<file path="config.mk">
export PLATFORM = sky130hd
export DESIGN_NAME = button_debouncer
export DESIGN_NICKNAME = d
export VERILOG_FILES = /design/src/rtl/debounce_pkg.sv /design/src/rtl/bit_synchronizer.sv /design/src/rtl/button_debouncer.sv
export SDC_FILE = /design/constraint.sdc
export NUM_CORES = 1
export LEC_CHECK = 0
export CORE_UTILIZATION = 50
export CTS_CLUSTER_SIZE = 28
export DETAILED_ROUTE_END_ITERATION = 12
export DONT_BUFFER_PORTS = 1
export GPL_TIMING_DRIVEN = 0
export SKIP_CTS_REPAIR_TIMING = 1
export SLEW_MARGIN = 10
export SYNTH_ARGS = -nofsm -noshare
export SYNTH_HDL_FRONTEND = slang
export SYNTH_SLANG_ARGS = --single-unit
</file>
<file path="constraint.sdc">
create_clock -name clk -period 5.3 [get_ports clk]
set_clock_uncertainty 0.1 [all_clocks]
set_input_delay 1.06 -clock clk [delete_from_list [all_inputs] [get_ports clk]]
set_output_delay 1.06 -clock clk [all_outputs]
set_load 0.01 [all_outputs]
</file>
<file path="src/rtl/debounce_pkg.sv">
// -----------------------------------------------------------------------------
// debounce_pkg
// Shared types and default parameter values for the push-button debouncer.
//   debounce_state_t : stability-timer FSM states
//   DEFAULT_*        : default parameter values used by button_debouncer
// -----------------------------------------------------------------------------
package debounce_pkg;

    typedef enum logic [1:0] {
        RELEASED     = 2'd0,
        WAIT_PRESS   = 2'd1,
        PRESSED      = 2'd2,
        WAIT_RELEASE = 2'd3
    } debounce_state_t;

    // 2 flops is the minimum for metastability settling on an async pin.
    localparam int unsigned DEFAULT_SYNC_STAGES       = 2;
    // 10 ms at 100 MHz.
    localparam int unsigned DEFAULT_DEBOUNCE_CYCLES   = 1_000_000;
    // 1 s at 100 MHz.
    localparam int unsigned DEFAULT_LONG_PRESS_CYCLES = 100_000_000;

endpackage : debounce_pkg

</file>
<file path="src/rtl/bit_synchronizer.sv">
// -----------------------------------------------------------------------------
// bit_synchronizer
// Multi-flop synchronizer bringing one asynchronous bit into the clk domain.
// Reusable for any slow switch/button input.
// Parameters:
//   STAGES : number of flops in the chain (>= 2)
// Ports:
//   clk   : clock, all flops on posedge
//   reset : synchronous active-high reset, clears the whole chain
//   d     : asynchronous input bit
//   q     : synchronized output (last stage of the chain)
// -----------------------------------------------------------------------------
module bit_synchronizer #(
    parameter int unsigned STAGES = 2
) (
    input  logic clk,
    input  logic reset,
    input  logic d,
    output logic q
);

    logic [STAGES-1:0] sync_q;

    // NOTE: sequential state uses non-blocking (<=) so every flop samples the
    // pre-edge value of its neighbour; blocking here would collapse the chain.
    always_ff @(posedge clk) begin
        if (reset) begin
            sync_q <= '0;
        end else begin
            sync_q <= {sync_q[STAGES-2:0], d};
        end
    end

    assign q = sync_q[STAGES-1];

endmodule : bit_synchronizer

</file>
<file path="src/rtl/button_debouncer.sv">
// -----------------------------------------------------------------------------
// button_debouncer
// Conditions a raw mechanical push-button: synchronizes the pin, rejects
// bounce with a stability-timer FSM and produces a clean level plus one-cycle
// press/release strobes. All outputs are registered.
//
// Optional feature (compile-time macro LONG_PRESS_EN):
//   defined   : long_press_pulse strobes once per accepted press after the
//               button has been held LONG_PRESS_CYCLES cycles in PRESSED.
//   undefined : no long-press counter is built; long_press_pulse is tied 0.
//
// Parameters:
//   SYNC_STAGES       : synchronizer depth (>= 2)
//   DEBOUNCE_CYCLES   : consecutive stable samples to accept a change (>= 2)
//   LONG_PRESS_CYCLES : hold time before long_press_pulse (LONG_PRESS_EN only)
// Ports:
//   clk              : system clock, posedge
//   reset            : synchronous active-high reset
//   button           : raw asynchronous button pin, active-high
//   button_clean     : debounced level
//   press_pulse      : one-cycle strobe on accepted press
//   release_pulse    : one-cycle strobe on accepted release
//   long_press_pulse : one-cycle strobe on long hold
// -----------------------------------------------------------------------------
module button_debouncer
    import debounce_pkg::*;
#(
    parameter int unsigned SYNC_STAGES       = DEFAULT_SYNC_STAGES,
    parameter int unsigned DEBOUNCE_CYCLES   = DEFAULT_DEBOUNCE_CYCLES,
    parameter int unsigned LONG_PRESS_CYCLES = DEFAULT_LONG_PRESS_CYCLES
) (
    input  logic clk,
    input  logic reset,
    input  logic button,
    output logic button_clean,
    output logic press_pulse,
    output logic release_pulse,
    output logic long_press_pulse
);

    // ------------------------------------------------------------------
    // Elaboration-time parameter legality
    // ------------------------------------------------------------------
    if (SYNC_STAGES < 2) begin : g_bad_sync_stages
        $error("button_debouncer: SYNC_STAGES must be >= 2");
    end
    if (DEBOUNCE_CYCLES < 2) begin : g_bad_debounce_cycles
        $error("button_debouncer: DEBOUNCE_CYCLES must be >= 2");
    end
    if (LONG_PRESS_CYCLES < 2) begin : g_bad_long_press_cycles
        $error("button_debouncer: LONG_PRESS_CYCLES must be >= 2");
    end

    localparam int unsigned TW = $clog2(DEBOUNCE_CYCLES + 1);
    localparam logic [TW-1:0] TIMER_LAST = TW'(DEBOUNCE_CYCLES - 1);
    localparam logic [TW-1:0] TIMER_MAX  = TW'(DEBOUNCE_CYCLES);

    // ------------------------------------------------------------------
    // Synchronizer: the only reader of the raw pin
    // ------------------------------------------------------------------
    logic btn_sync;

    bit_synchronizer #(
        .STAGES (SYNC_STAGES)
    ) u_sync (
        .clk   (clk),
        .reset (reset),
        .d     (button),
        .q     (btn_sync)
    );

    // ------------------------------------------------------------------
    // FSM process 1: state, timer and registered outputs
    // ------------------------------------------------------------------
    debounce_state_t state_q, state_d;
    logic [TW-1:0]   timer_q, timer_d;
    logic            button_clean_q, button_clean_d;
    logic            press_pulse_q, press_pulse_d;
    logic            release_pulse_q, release_pulse_d;

    always_ff @(posedge clk) begin
        if (reset) begin
            state_q         <= RELEASED;
            timer_q         <= '0;
            button_clean_q  <= 1'b0;
            press_pulse_q   <= 1'b0;
            release_pulse_q <= 1'b0;
        end else begin
            state_q         <= state_d;
            timer_q         <= timer_d;
            button_clean_q  <= button_clean_d;
            press_pulse_q   <= press_pulse_d;
            release_pulse_q <= release_pulse_d;
        end
    end

    // ------------------------------------------------------------------
    // FSM process 2: next state and stability timer
    // ------------------------------------------------------------------
    // NOTE: every variable assigned in always_comb gets a default first so no
    // path through the case leaves it unassigned (which would infer a latch).
    always_comb begin
        state_d = state_q;
        timer_d = timer_q;
        unique case (state_q)
            RELEASED: begin
                if (btn_sync) begin
                    state_d = WAIT_PRESS;
                    timer_d = TW'(1);
                end
            end
            WAIT_PRESS: begin
                if (!btn_sync) begin
                    // Glitch: back to idle, full window restarts next time.
                    state_d = RELEASED;
                    timer_d = '0;
                end else if (timer_q == TIMER_LAST) begin
                    state_d = PRESSED;
                    timer_d = '0;
                end else if (timer_q != TIMER_MAX) begin
                    timer_d = timer_q + TW'(1);
                end
            end
            PRESSED: begin
                if (!btn_sync) begin
                    state_d = WAIT_RELEASE;
                    timer_d = TW'(1);
                end
            end
            WAIT_RELEASE: begin
                if (btn_sync) begin
                    // Release bounce: stay pressed, no strobe.
                    state_d = PRESSED;
                    timer_d = '0;
                end else if (timer_q == TIMER_LAST) begin
                    state_d = RELEASED;
                    timer_d = '0;
                end else if (timer_q != TIMER_MAX) begin
                    timer_d = timer_q + TW'(1);
                end
            end
            default: begin
                state_d = RELEASED;
                timer_d = '0;
            end
        endcase
    end

    // ------------------------------------------------------------------
    // FSM process 3: outputs, decoded from the accepted transitions so the
    // strobes and the level change land on the same edge.
    // ------------------------------------------------------------------
    always_comb begin
        press_pulse_d   = (state_q == WAIT_PRESS)   && (state_d == PRESSED);
        release_pulse_d = (state_q == WAIT_RELEASE) && (state_d == RELEASED);
        button_clean_d  = button_clean_q;
        if (press_pulse_d) begin
            button_clean_d = 1'b1;
        end else if (release_pulse_d) begin
            button_clean_d = 1'b0;
        end
    end

    assign button_clean  = button_clean_q;
    assign press_pulse   = press_pulse_q;
    assign release_pulse = release_pulse_q;

    // ------------------------------------------------------------------
    // Long-press detector
    // ------------------------------------------------------------------
`ifdef LONG_PRESS_EN
    localparam int unsigned LW = $clog2(LONG_PRESS_CYCLES + 1);
    localparam logic [LW-1:0] LONG_LAST = LW'(LONG_PRESS_CYCLES - 1);
    localparam logic [LW-1:0] LONG_MAX  = LW'(LONG_PRESS_CYCLES);

    logic [LW-1:0] long_cnt_q, long_cnt_d;
    logic          long_pulse_q, long_pulse_d;

    // Cleared only on a fresh accepted press, so a release bounce that returns
    // to PRESSED keeps the accumulated hold time. Saturating one past the
    // firing value guarantees a single strobe per press.
    always_comb begin
        long_cnt_d   = long_cnt_q;
        long_pulse_d = 1'b0;
        if (press_pulse_d) begin
            long_cnt_d = '0;
        end else if ((state_q == PRESSED) && (long_cnt_q != LONG_MAX)) begin
            long_cnt_d   = long_cnt_q + LW'(1);
            long_pulse_d = (long_cnt_q == LONG_LAST);
        end
    end

    always_ff @(posedge clk) begin
        if (reset) begin
            long_cnt_q   <= '0;
            long_pulse_q <= 1'b0;
        end else begin
            long_cnt_q   <= long_cnt_d;
            long_pulse_q <= long_pulse_d;
        end
    end

    assign long_press_pulse = long_pulse_q;
`else
    assign long_press_pulse = 1'b0;
`endif

endmodule : button_debouncer
</file>
Word-level counts from Yosys, hierarchy flattened
Index checks and enable logic that the tools add are counted.

Word-level logic and storage cells: 37. Register bits: 27. Output and inout bits: 4. Input port bits: 3.

Equality and inequality tests: 8. Mux-type cells: 16. Reduce and logical (&&, ||, !) cells: 6. Add/subtract/negate cells: 1.

Operator list (count): two-way mux 20 bit (6); one-hot mux 20 bit (4 select lines) (1); adder 20 x 1 -> 20 bit (second input constant) (1); equality test 20 bit (second input constant) (1); inequality test 20 bit (second input constant) (1); two-way mux 2 bit (6); one-hot mux 2 bit (4 select lines) (1); equality test 2 bit (second input constant) (3); logical NOT 2 bit (2); equality test 2 x 1 -> 1 bit (second input constant) (1); logical AND 1 bit (2); two-way mux 1 bit (2); inequality test 2 x 1 -> 1 bit (second input constant) (1); inequality test 2 bit (second input constant) (1); AND reduction 2 bit (1); nonzero test 2 bit (1).

Depth between registers and ports, before layout
Word-level depth: 8. Depth in mapped cells: 8. Depth with buffers taken out: 6.

Cells and area by module
Synthesis repeated with hierarchy kept, for this count alone.

Cell total of the unflattened synthesis: 168. Area, all modules: 1440.1 sq um.

Modules (own cells, without submodules): button_debouncer (cells an instance 164, instances 1, seq. area each 500.5 sq um, area an instance 1387.6 sq um); bit_synchronizer (cells an instance 4, instances 1, seq. area each 40.0 sq um, area an instance 52.6 sq um).

Worst setup path after synthesis
OpenSTA, ideal clock, no wires.

Path kind: in2reg. From: input reset. To: register timer_q[15]. Stages on the path: 4. Slack: 3227 ps. Buffers on the path: 1. Arrival time: 1889 ps. Library setup time: 84 ps. Path through: nor3_1 buf_2 o221ai_1 o31ai_2.

RTL lines: start: declaration (line button_debouncer.sv:33) `input logic reset,`; end signal: assignment (line button_debouncer.sv:90) `timer_q <= timer_d;`; end: declaration (line button_debouncer.sv:76) `logic [TW-1:0] timer_q, timer_d;`.

Worst setup path after layout
From: register timer_q[0]. To: register timer_q[18].

Word-level cells in the longest chain between the ends: 5.

RTL lines: adder 20 x 1 -> 20 bit / inequality test 20 bit (equally long branches); two-way mux 20 bit (line button_debouncer.sv:120, button_debouncer.sv:138); two-way mux 20 bit (*) (line button_debouncer.sv:117) `end else if (timer_q == TIMER_LAST) begin`; two-way mux 20 bit, on equally long branches (line button_debouncer.sv:131, button_debouncer.sv:113); one-hot mux 20 bit (4 select lines) (*) (line button_debouncer.sv:105) `unique case (state_q)`.

Every way passes the cells marked *; elsewhere a longest branch is shown, timed or not. A chain may end at the register's enable or synchronous reset.

==> flow_summary.yaml <==
setup_path:
  cp_max_fo: 9
  r2r_end: "timer_q[18]$_SDFFE_PP0P_"
  slowest_stage: "dfxtp_1"
  path_cells: "ha_1, nand3_2, nor3_4, nand4_1, and3_2, a221o_2"
  cp.arrival_ns: 2.31
  r2r_slack_ns: 3.13
  crit_type: "reg2reg"
  regToRegStartpoint: "timer_q[0]$_SDFFE_PP0P_"
  worst_r2r_path_depth: 6
  critPathLaunchType: "flop"
  crit_path_max_incr_delay_ns: 0.44
  required_ns: 5.44
  end_kind: "flop"
yosys:
  syn_nets: 166
  async_flop_share_pct: 0
  synth.distinct_cells: 50
  synth_seq_cells: 27
  synthTopCellsByArea: "dfxtp_1 37%, a21oi_1 3.8%, a22o_1 3.6%, nand2_1 3.1%, nor2_1 2.8%"
  yosysSeqAreaShare_pct: 36.9
  yosys.area.top_type: "dfxtp_1"
  yosys_warnings: 0
  syn-cell-area_mm2: 0.00146
  synth-main-ff-cell: "dfxtp_1"
  syn_inst: 161
  yosys.area.top_type_share_pct: 36.9
  syn_avg_cell_area_um2: 9.09
  synth-edff-count: 0
outcome:
  status: "completed"
timing:
  hold_viol: 0
  rsz0062_at_grt: "false"
  setup-violations-final: 0
  worst_pin_slew_ns: 0.805
  finalCriticalPeriod_ns: 2.17
  fmax_mhz: 461
  post-route-period-util_pct: 41.0
  slew_violations: 0
  timing.slew.headroom_pct: 45.9
  setup_ws_ns: 3.13
  finalSetupTns_ns: 0
  hold_ws_ns: 0.359
floorplan:
  die_area_mm2: 0.00315
  core.rowCount: 19
  chipHeight_um: 56.1
  num_io_pins: 7
  core_mm2: 0.00276
  start_util_pct: 53.1
  fp.dieW_um: 56.1
clock_tree:
  htree_levels: 1
  cts_root_buffer: "clkbuf_4"
  cts_sinks: 27
  numCtsBuffers: 3
  clk_latency_ns: 0.33
  clkTransAtPathRegs_ns: 0.15
  clk_path_buf_depth: 2
  cts_tree: "yes"
worst_hold_path:
  min_delay_path_depth: 1
  holdCritPathClass: "reg2reg"
  hp-start: "u_sync.sync_q[0]$_SDFF_PP0_"
  min_to: "u_sync.sync_q[1]$_SDFF_PP0_"
cells_and_area:
  diodes: 0
  num-nets-final: 171
  area_delta_synth_final_pct: 4.70
  fin_area_mm2: 0.00153
  final_common_cell: "dfxtp_1"
  nFillCells: 274
  fin_cells: 196
  drive_gt1_share_pct: 18.8
  utilization_pct: 55.6
  layout_common_cells: "27 x dfxtp_1, 12 x nand2_1, 11 x nor2_1, 11 x a21oi_1"
placement:
  place_congestion: 0.729
  place_ws_ns: 2.78
  hpwlAfterDp_um: 2080
  dpl_cell_area_mm2: 0.00150
  dp_cells: 192
  numPortBuffers: 0
drt:
  wirelength_um: 2890
  drtIter0Drc: 65
  antenna_left: 0
  vias: 1192
  post_drt_via_cell_ratio: 6.08
  wire_per_inst_um: 14.8
  drc: 0
  dr.pass1.iters: 4
pwr:
  power_uw: 315
  power.leakage_nw: 0.602
  power_density_mw_per_mm2: 206
  vdd_ir_drop_max_uv: 244
global_routing:
  antenna_found_initial: 0
  gr-total-overflow: 0
  grtUsageTotal_pct: 20.8
  grt_pass1_vias: 1110
  grt_pass1_wl_um: 5130
  grt_max_degree: 17
run:
  maxCapViolations: 0
-- registers in the layout (all words and copies together), names as in the netlist --
register	flops
timer_q	20
u_sync.sync_q	2
release_pulse	1
press_pulse	1
state_q	2
button_clean	1
-- how the worst max path moves through the flow --
| stage | start | endpoint | slack (ns) | cells past startpoint |
|---|---|---|---|---|
| after global placement | reset | timer_q[15]$_SDFFE_PP0P_ | 2.82 | 4 |
| after CTS | timer_q[0]$_SDFFE_PP0P_ | timer_q[18]$_SDFFE_PP0P_ | 3.11 | 6 |
| after global routing | timer_q[0]$_SDFFE_PP0P_ | timer_q[18]$_SDFFE_PP0P_ | 2.96 | 6 |
| after detailed placement | reset | timer_q[15]$_SDFFE_PP0P_ | 2.78 | 4 |
| final | timer_q[0]$_SDFFE_PP0P_ | timer_q[18]$_SDFFE_PP0P_ | 3.13 | 6 |
| after floorplan | reset | timer_q[15]$_SDFFE_PP0P_ | 3.23 | 4 |
-- Yosys cell counts (2+ instances only) --
| master | count |
|---|---|
| nor4b_1 | 2 |
| a21o_2 | 4 |
| a31oi_1 | 2 |
| nand2_4 | 2 |
| mux2i_1 | 3 |
| and3_1 | 5 |
| buf_4 | 2 |
| a21oi_1 | 11 |
| dfxtp_1 | 27 |
| nand3_1 | 8 |
| a22o_2 | 2 |
| nand3b_1 | 2 |
| a22o_1 | 6 |
| nor4_1 | 2 |
| o21ai_0 | 8 |
| ha_1 | 2 |
| nor3_4 | 2 |
| nand4_1 | 5 |
| a32o_1 | 2 |
| nor2_1 | 11 |
| xnor2_1 | 3 |
| nand2_1 | 12 |
| buf_2 | 2 |
| buf_6 | 2 |
| and4_1 | 4 |
| inv_1 | 5 |
| nor2b_1 | 2 |
-- routing by layer --
| layer | GRT usage, % | part of all wire, % | vias up |
|---|---|---|---|
| li1 | - | - | 605 |
| met1 | 28.3 | 51 | 569 |
| met2 | 32.3 | 45 | 16 |
| met3 | 6.05 | 3.3 | 2 |
| met4 | 5.23 | 0.66 | 0 |
| met5 | 0 | 0 | - |
-- where the power goes --
group	switching (mW)	leakage, nW	total (mW)	internal, mW
logic	0.00863	0.370	0.0149	0.00626
registers	0.00254	0.218	0.208	0.205
clock network	0.0638	0.0139	0.0927	0.0289
total	0.0750	0.602	0.315	0.240
-- cells by family (layout without fill, tap and decap cells) --
| kind of cell | Yosys count | count (layout) | share of synthesized area [%] |
|---|---|---|---|
| AOI/OAI and AO/OA | 43 | 43 | 21.8 |
| xor gates and xnor gates | 4 | 4 | 2.91 |
| other | 1 | 1 | 0.256 |
| buffers and inverters | 13 | 17 | 5.13 |
| muxes | 3 | 3 | 2.05 |
| and+or+nand+nor | 68 | 68 | 29.2 |
| DFF | 27 | 27 | 36.9 |
| adders and majority gates | 2 | 2 | 1.71 |
-- critical path: cells and delay by family, from the launching register on --
kind / cells / cell delay [ns]
AND/OR/NAND/NOR: 4 / 1.01
adder cells (fa/ha/maj): 1 / 0.24
AO/OA/AOI/OAI: 1 / 0.28
flip-flops: 1 / 0.44
-- cell type report --
| type | count | area (um^2) | area share [%] |
|---|---|---|---|
| buffer | 8 | 56.3 | 3.67 |
| clock inverter | 1 | 7.51 | 0.490 |
| tap | 31 | 38.8 | 2.53 |
| multi-input combinational | 121 | 848 | 55.3 |
| inverter | 5 | 18.8 | 1.22 |
| sequential | 27 | 541 | 35.3 |
| clock buffer | 3 | 22.5 | 1.47 |
No activity file was read; power rests on OpenSTA's default activity.
